--- src/rtl/wb_intercon_n.sv ---
// Single-master Wishbone interconnect: address decode to N slaves, one outstanding access.
// Optional slave-response timeout enabled by defining WB_INTERCON_TIMEOUT_EN.
module wb_intercon_n #(
    parameter int                        DATA_WIDTH     = 16,
    parameter int                        NUM_SLAVES     = 6,
    parameter logic [32*NUM_SLAVES-1:0]  SLAVE_MASKS    = '0,
    parameter logic [32*NUM_SLAVES-1:0]  SLAVE_ADDRS    = '0,
    parameter int                        TIMEOUT_CYCLES = 255
) (
    input  logic                             clk_i,
    input  logic                             rst_i,
    input  logic [31:0]                      wbm_adr_i,
    input  logic [DATA_WIDTH-1:0]            wbm_dat_i,
    input  logic [DATA_WIDTH/8-1:0]          wbm_sel_i,
    input  logic                             wbm_we_i,
    input  logic                             wbm_cyc_i,
    input  logic                             wbm_stb_i,
    output logic [DATA_WIDTH-1:0]            wbm_dat_o,
    output logic                             wbm_ack_o,
    output logic                             wbm_err_o,
    output logic [31:0]                      wbs_adr_o,
    output logic [DATA_WIDTH-1:0]            wbs_dat_o,
    output logic [DATA_WIDTH/8-1:0]          wbs_sel_o,
    output logic                             wbs_we_o,
    output logic [NUM_SLAVES-1:0]            wbs_cyc_o,
    output logic [NUM_SLAVES-1:0]            wbs_stb_o,
    input  logic [DATA_WIDTH*NUM_SLAVES-1:0] wbs_dat_i,
    input  logic [NUM_SLAVES-1:0]            wbs_ack_i,
    output logic                             fault_o,
    output logic [31:0]                      fault_adr_o
);

    localparam int SW = DATA_WIDTH / 8;

    if (NUM_SLAVES < 1 || NUM_SLAVES > 16) begin : g_bad_ns
        $error("wb_intercon_n: NUM_SLAVES out of range 1..16");
    end
    if (TIMEOUT_CYCLES < 1 || TIMEOUT_CYCLES > 65535) begin : g_bad_tmo
        $error("wb_intercon_n: TIMEOUT_CYCLES out of range 1..65535");
    end

    typedef enum logic [1:0] {IDLE, ACCESS, RESP, ERR} state_t;

    state_t                  state_q, state_d;
    logic [31:0]             adr_q, adr_d;
    logic [DATA_WIDTH-1:0]   dat_q, dat_d;
    logic [SW-1:0]           sel_q, sel_d;
    logic                    we_q, we_d;
    logic [NUM_SLAVES-1:0]   oh_q, oh_d;
    logic [DATA_WIDTH-1:0]   rdat_q, rdat_d;
    logic                    fault_q, fault_d;
    logic [31:0]             fault_adr_q, fault_adr_d;

    logic [NUM_SLAVES-1:0]   hit_oh;
    logic [DATA_WIDTH-1:0]   sel_dat;
    logic                    acked;
    logic                    tmo;

    // Descending scan so the lowest matching index is the one left standing.
    always_comb begin
        hit_oh = '0;
        for (int k = NUM_SLAVES - 1; k >= 0; k--) begin
            if ((wbm_adr_i & SLAVE_MASKS[32*k +: 32]) ==
                (SLAVE_ADDRS[32*k +: 32] & SLAVE_MASKS[32*k +: 32])) begin
                hit_oh    = '0;
                hit_oh[k] = 1'b1;
            end
        end
    end

    always_comb begin
        sel_dat = '0;
        for (int k = 0; k < NUM_SLAVES; k++) begin
            if (oh_q[k]) begin
                sel_dat = sel_dat | wbs_dat_i[k*DATA_WIDTH +: DATA_WIDTH];
            end
        end
    end

    assign acked = |(wbs_ack_i & oh_q);

`ifdef WB_INTERCON_TIMEOUT_EN
    localparam logic [15:0] TMO_LAST = 16'(TIMEOUT_CYCLES - 1);

    logic [15:0] cnt_q, cnt_d;

    always_comb begin
        cnt_d = cnt_q;
        if (state_q == IDLE) begin
            cnt_d = '0;
        end else if (state_q == ACCESS) begin
            cnt_d = cnt_q + 16'd1;
        end
    end

    always_ff @(posedge clk_i or posedge rst_i) begin
        if (rst_i) begin
            cnt_q <= '0;
        end else begin
            cnt_q <= cnt_d;
        end
    end

    assign tmo = (cnt_q == TMO_LAST);
`else
    assign tmo = 1'b0;
`endif

    always_comb begin
        state_d     = state_q;
        adr_d       = adr_q;
        dat_d       = dat_q;
        sel_d       = sel_q;
        we_d        = we_q;
        oh_d        = oh_q;
        rdat_d      = rdat_q;
        fault_d     = fault_q;
        fault_adr_d = fault_adr_q;
        unique case (state_q)
            IDLE: begin
                if (wbm_cyc_i && wbm_stb_i) begin
                    adr_d = wbm_adr_i;
                    dat_d = wbm_dat_i;
                    sel_d = wbm_sel_i;
                    we_d  = wbm_we_i;
                    oh_d  = hit_oh;
                    if (|hit_oh) begin
                        state_d = ACCESS;
                    end else begin
                        state_d = ERR;
                        if (!fault_q) begin
                            fault_d     = 1'b1;
                            fault_adr_d = wbm_adr_i;
                        end
                    end
                end
            end
            ACCESS: begin
                // Abort wins over a coincident ack: the master has gone away.
                if (!wbm_cyc_i) begin
                    state_d = IDLE;
                end else if (acked) begin
                    rdat_d  = sel_dat;
                    state_d = RESP;
                end else if (tmo) begin
                    state_d = ERR;
                    if (!fault_q) begin
                        fault_d     = 1'b1;
                        fault_adr_d = adr_q;
                    end
                end
            end
            RESP:    state_d = IDLE;
            ERR:     state_d = IDLE;
            default: state_d = IDLE;
        endcase
    end

    always_ff @(posedge clk_i or posedge rst_i) begin
        if (rst_i) begin
            state_q     <= IDLE;
            adr_q       <= '0;
            dat_q       <= '0;
            sel_q       <= '0;
            we_q        <= 1'b0;
            oh_q        <= '0;
            rdat_q      <= '0;
            fault_q     <= 1'b0;
            fault_adr_q <= '0;
        end else begin
            state_q     <= state_d;
            adr_q       <= adr_d;
            dat_q       <= dat_d;
            sel_q       <= sel_d;
            we_q        <= we_d;
            oh_q        <= oh_d;
            rdat_q      <= rdat_d;
            fault_q     <= fault_d;
            fault_adr_q <= fault_adr_d;
        end
    end

    assign wbs_adr_o   = adr_q;
    assign wbs_dat_o   = dat_q;
    assign wbs_sel_o   = sel_q;
    assign wbs_we_o    = we_q;
    assign wbs_cyc_o   = (state_q == ACCESS) ? oh_q : '0;
    assign wbs_stb_o   = (state_q == ACCESS) ? oh_q : '0;
    assign wbm_dat_o   = rdat_q;
    assign wbm_ack_o   = (state_q == RESP);
    assign wbm_err_o   = (state_q == ERR);
    assign fault_o     = fault_q;
    assign fault_adr_o = fault_adr_q;

endmodule

--- config.mk ---
export PLATFORM = sky130hd
export DESIGN_NAME = wb_intercon_n
export DESIGN_NICKNAME = d
export VERILOG_FILES = /design/src/rtl/wb_intercon_n.sv
export SDC_FILE = /design/constraint.sdc
export NUM_CORES = 1
export LEC_CHECK = 0
export CAP_MARGIN = 20
export CORE_AREA = 5 5 103 105
export CTS_CLUSTER_SIZE = 12
export DETAILED_ROUTE_END_ITERATION = 16
export DIE_AREA = 0 0 108 110
export GPL_TIMING_DRIVEN = 0
export PLACE_DENSITY = 0.82
export SYNTH_ARGS = -nofsm -noshare
export SYNTH_HDL_FRONTEND = slang
export SYNTH_SLANG_ARGS = --single-unit
--- constraint.sdc ---
create_clock -name clk_i -period 4.9 [get_ports clk_i]
set_clock_uncertainty 0.05 [all_clocks]
set_input_delay 1.225 -clock clk_i [delete_from_list [all_inputs] [get_ports clk_i]]
set_output_delay 1.225 -clock clk_i [all_outputs]
set_load 0.02 [all_outputs]
Word-level counts from Yosys, hierarchy flattened:

Cells that the tools add are included.

* multiplexer cells: 6
* multipliers: 0
* reductions and logical operators: 7
* eq/ne operators: 5
* div/mod/pow operators: 0
* bitwise logic cells: 1
* $add $sub $neg: 0
* shift operators: 0
* order comparisons: 0

Operators by type and width (count)
* 16-bit two-way mux: 1
* 6-bit by 1-bit bitwise AND with 6-bit output: 1
* 2-bit two-way mux: 3
* 2-bit one-hot mux with 3 select lines: 1
* 6-bit OR reduction: 1
* 2-bit == test (second input constant): 2
* 2-bit AND reduction: 2
* 3-bit inequality test (second input constant): 1
* 3-bit AND reduction: 1
* 2-bit by 1-bit == test with 1-bit output (second input constant): 1
* 2-bit logical NOT: 1
* 2-bit inequality test (second input constant): 1
* 2-bit OR reduction: 1
* 1-bit logical AND: 1
* 1-bit two-way mux: 1

* output and inout bits: 114
* memories: 0
* word-level logic and storage cells: 26
* register bits: 70
* input bits: 157
* RAM bits: 0
* bits in latches: 0
* ROM bits: 0

Longest topological paths before layout:

* depth after elaboration: 5
* mapped depth: 4
* mapped depth without buffers: 3

Worst setup path after synthesis:

No wires, ideal clock.

* kind: input to register
* start point: in wbm_cyc_i
* end point: reg adr_q[0], in the netlist wbs_adr_o[0]
* path buffers: 1
* setup time: 0.125 ns
* path slack: 2.554 ns
* cell stages on the path: 4
* data required time: 4.725 ns
* arrival: 2.171 ns
* cells stage by stage: nand2b_4 -> nor3b_4 -> buf_6 -> mux2_2

* cells in the longest elaborated chain, start to end: 2

Ends and longest elaborated chain
* from (decl): line 16 `input logic wbm_cyc_i,`
* 1-bit logical AND: line 121 `if (wbm_cyc_i && wbm_stb_i) begin`
* 2-bit AND reduction (no line)
* to (signal assigned): line 172 `adr_q <= adr_d;`
* to (decl): line 45 `logic [31:0] adr_q, adr_d;`

No other way between the ends.
A chain may end at the register's enable or synchronous reset.

Final worst setup path:

* start point: reg state_q[0]
* end point: out wbs_stb_o[0]

* cells in the longest elaborated chain, start to end: 2

Ends and longest elaborated chain
* from (decl): line 44 `state_t state_q, state_d;`
* from (signal assigned): line 171 `state_q <= state_d;`
* 2-bit by 1-bit == test with 1-bit output: line 188 `assign wbs_stb_o = (state_q == ACCESS) ? oh_q : '0;`
* 1-bit two-way mux: line 188
* to (decl): line 26 `output logic [NUM_SLAVES-1:0] wbs_stb_o,`

No other way between the ends.

==> flow_metrics.env <==
export IMPL_io_pins=271
export IMPL_path_class="flop to output port"
export IMPL_r2r_end="wbs_adr_o[23]$_DFFE_PP0P_"
export IMPL_drv_cap=0
export IMPL_cp_start_kind="flop"
export IMPL_clk_pin_slew_ps=70
export IMPL_final_nets=552
export IMPL_setup_tns_ps=0
export IMPL_dp_hpwl_um=5870
export IMPL_min_path_type="flop to flop"
export IMPL_grt_pass1_vias=2248
export IMPL_post_drt_wl_per_cell_um=14.1
export IMPL_yosysWarningCount=0
export IMPL_worst_skew_pair_late_latency_ps=340
export IMPL_cts_root_buf="clkbuf_8"
export IMPL_syn_area_per_cell_um2=15.0
export IMPL_hold_buffers=0
export IMPL_portBuffers=142
export IMPL_fmax_ghz=0.331
export IMPL_vias=2086
export IMPL_leakagePower_uw=0.00217
export IMPL_grt_max_degree=71
export IMPL_final_cells=531
export IMPL_initial_core_util=0.313
export IMPL_rr_worst_depth=4
export IMPL_cts_tree="done"
export IMPL_synthCells=200
export IMPL_slew_limit_headroom=0.432
export IMPL_cp_required_ps=3620
export IMPL_cts_setup_buffers=0
export IMPL_drt_first_pass_iters=3
export IMPL_worstSetupStartpoint="state_q[0]$_DFFE_PP0P_"
export IMPL_cp_cell_sequence="nand2_1, nor2_1, buf_4, clkdlybuf4s50_1"
export IMPL_drive_gt1_frac=0.339
export IMPL_finalHoldViolCount=0
export IMPL_rrSetupSlack_ps=3090
export IMPL_vias_per_cell=3.93
export IMPL_slew_viol_final=0
export IMPL_place_ws_ps=1770
export IMPL_grt_setup_unrepaired="false"
export IMPL_status="finished, final reports clean"
export IMPL_area_growth_pct=64.3
export IMPL_floorplan_rows=36
export IMPL_finalCriticalPeriod_ps=3020
export IMPL_fp_dieH_um=110
export IMPL_htreeDepth=3
export IMPL_die_w_um=108
export IMPL_die_area_mm2=0.0119
export IMPL_layout_commonest_cell="clkdlybuf4s50_1"
export IMPL_ys_ff_latch=70
export IMPL_grt_pass1_wl_um=11400
export IMPL_setup_viol=0
export IMPL_most_common_layout_cells="142 x clkdlybuf4s50_1, 70 x dfrtp_1, 67 x mux2_2"
export IMPL_wl_um=7510
export IMPL_syn_area_mm2=0.00299
export IMPL_antenna_found_initial=0
export IMPL_drt_iter0_drc=25
export IMPL_period_share=0.617
export IMPL_crit_end="wbs_stb_o[0]"
export IMPL_antennaDiodeCount=0
export IMPL_synthDistinctLibCells=16
export IMPL_worst_slack_ps=1880
export IMPL_max_stage_delay_ps=590
export IMPL_cts_made_buffers=9
export IMPL_numClockSinks=70
export IMPL_grt_use_total=0.126
export IMPL_crit_fanout=6
export IMPL_ys_seq_area_frac=0.586
export IMPL_r2r_start="state_q[1]$_DFFE_PP0P_"
export IMPL_critPathCaptureType="output port"
export IMPL_drc=0
export IMPL_clockBufferDepth=2
export IMPL_worst_slew_pin_slew_ps=853
export IMPL_cp_arrival_ps=1750
export IMPL_ir_drop_mv=0.211
export IMPL_cts_resized=0
export IMPL_place_gp_congestion=0.716
export IMPL_drtAntennaViolNets=0
export IMPL_dp_cells=517
export IMPL_p_per_area_mw_per_mm2=404
export IMPL_cp_slowest_cell="clkdlybuf4s50_1"
export IMPL_gr_total_overflow=0
export IMPL_core_area_mm2=0.00955
cells by family (layout without fill, tap and decap cells):
family | after synthesis | count (layout) | share of synthesized area
compound gates | 1 | 1 | 0.00167
simple gates | 10 | 10 | 0.0247
buf+inv | 51 | 207 | 0.134
mux | 67 | 67 | 0.252
flops | 70 | 70 | 0.586
other cells | 1 | 43 | 0.00125
how the worst min path moves through the flow:
stage                           endpoint                      start  depth (start not counted)
3_5_place_dp    wbs_dat_o[7]$_DFFE_PP0P_   wbs_dat_o[7]$_DFFE_PP0P_                          1
3_3_place_gp   wbs_dat_o[10]$_DFFE_PP0P_  wbs_dat_o[10]$_DFFE_PP0P_                          1
6_report       wbs_adr_o[31]$_DFFE_PP0P_  wbs_adr_o[31]$_DFFE_PP0P_                          1
5_1_grt        wbm_dat_o[12]$_DFFE_PP0P_  wbm_dat_o[12]$_DFFE_PP0P_                          1
2_1_floorplan        oh_q[0]$_DFFE_PP0P_        oh_q[0]$_DFFE_PP0P_                          1
4_1_cts         wbs_adr_o[9]$_DFFE_PP0P_   wbs_adr_o[9]$_DFFE_PP0P_                          1
area by class of cell:
class / count / area (µm²)
Multi-Input combinational cell: 121 / 995
Clock buffer: 13 / 169
Clock inverter: 1 / 5.00
Timing Repair Buffer: 142 / 1420
Buffer: 50 / 398
Tap cell: 133 / 166
Inverter: 1 / 6.26
Fill cell: 844 / 4640
Sequential cell: 70 / 1750
routing by layer:
layer  vias to the layer above  wire length [µm]  global-route usage  part of all wire
met4                         0               102              0.0595             0.014
met2                       123              3460               0.197              0.46
met3                         9              1150              0.0699              0.15
met1                       976              2790               0.139              0.37
met5                         -                 0                   0                 0
li1                        978                 -                   -                 -
registers in the layout, summed over array words and instances (netlist names):
name / count
state_q: 2
wbs_dat_o: 16
wbs_adr_o: 32
wbm_dat_o: 16
wbs_sel_o: 2
oh_q: 1
wbs_we_o: 1
worst max-delay path, delay by kind of cell, from the launching register on:
| kind | cells | cell delay [ps] |
|---|---|---|
| flip-flops | 1 | 470 |
| buffers and inverters | 2 | 710 |
| AND/OR/NAND/NOR | 2 | 220 |
cell usage after synthesis:
cell type / instances / area, µm²
and2_1: 1 / 6.26
buf_4: 44 / 330
buf_6: 6 / 67.6
conb_1: 1 / 3.75
dfrtp_1: 70 / 1750
inv_1: 1 / 3.75
mux2_2: 67 / 754
nand2_1: 1 / 3.75
nand2b_4: 1 / 13.8
nand3_1: 1 / 5.00
nor2_1: 2 / 7.51
nor2_2: 1 / 6.26
nor2b_1: 1 / 6.26
nor3b_4: 1 / 18.8
o21ai_0: 1 / 5.00
or2_2: 1 / 6.26
where the power goes:
group	switching [µW]	internal, µW	total, µW
registers	70.4	717	788
logic	353	422	775
clock network	202	219	421
total	626	1360	1980
metrics by stage:
step           total power [µW]  hold slack [ps]  area (µm²)  utilization
2_1_floorplan              1180              412        3150            -
3_3_place_gp               1560              438        4740        0.496
3_5_place_dp               1580              444        4740        0.496
4_1_cts                    2020              460        4910        0.514
5_1_grt                    2100              470        4910        0.514
6_report                   1980              454        4910        0.514
Note: power is estimated with default switching activity, not from simulation.
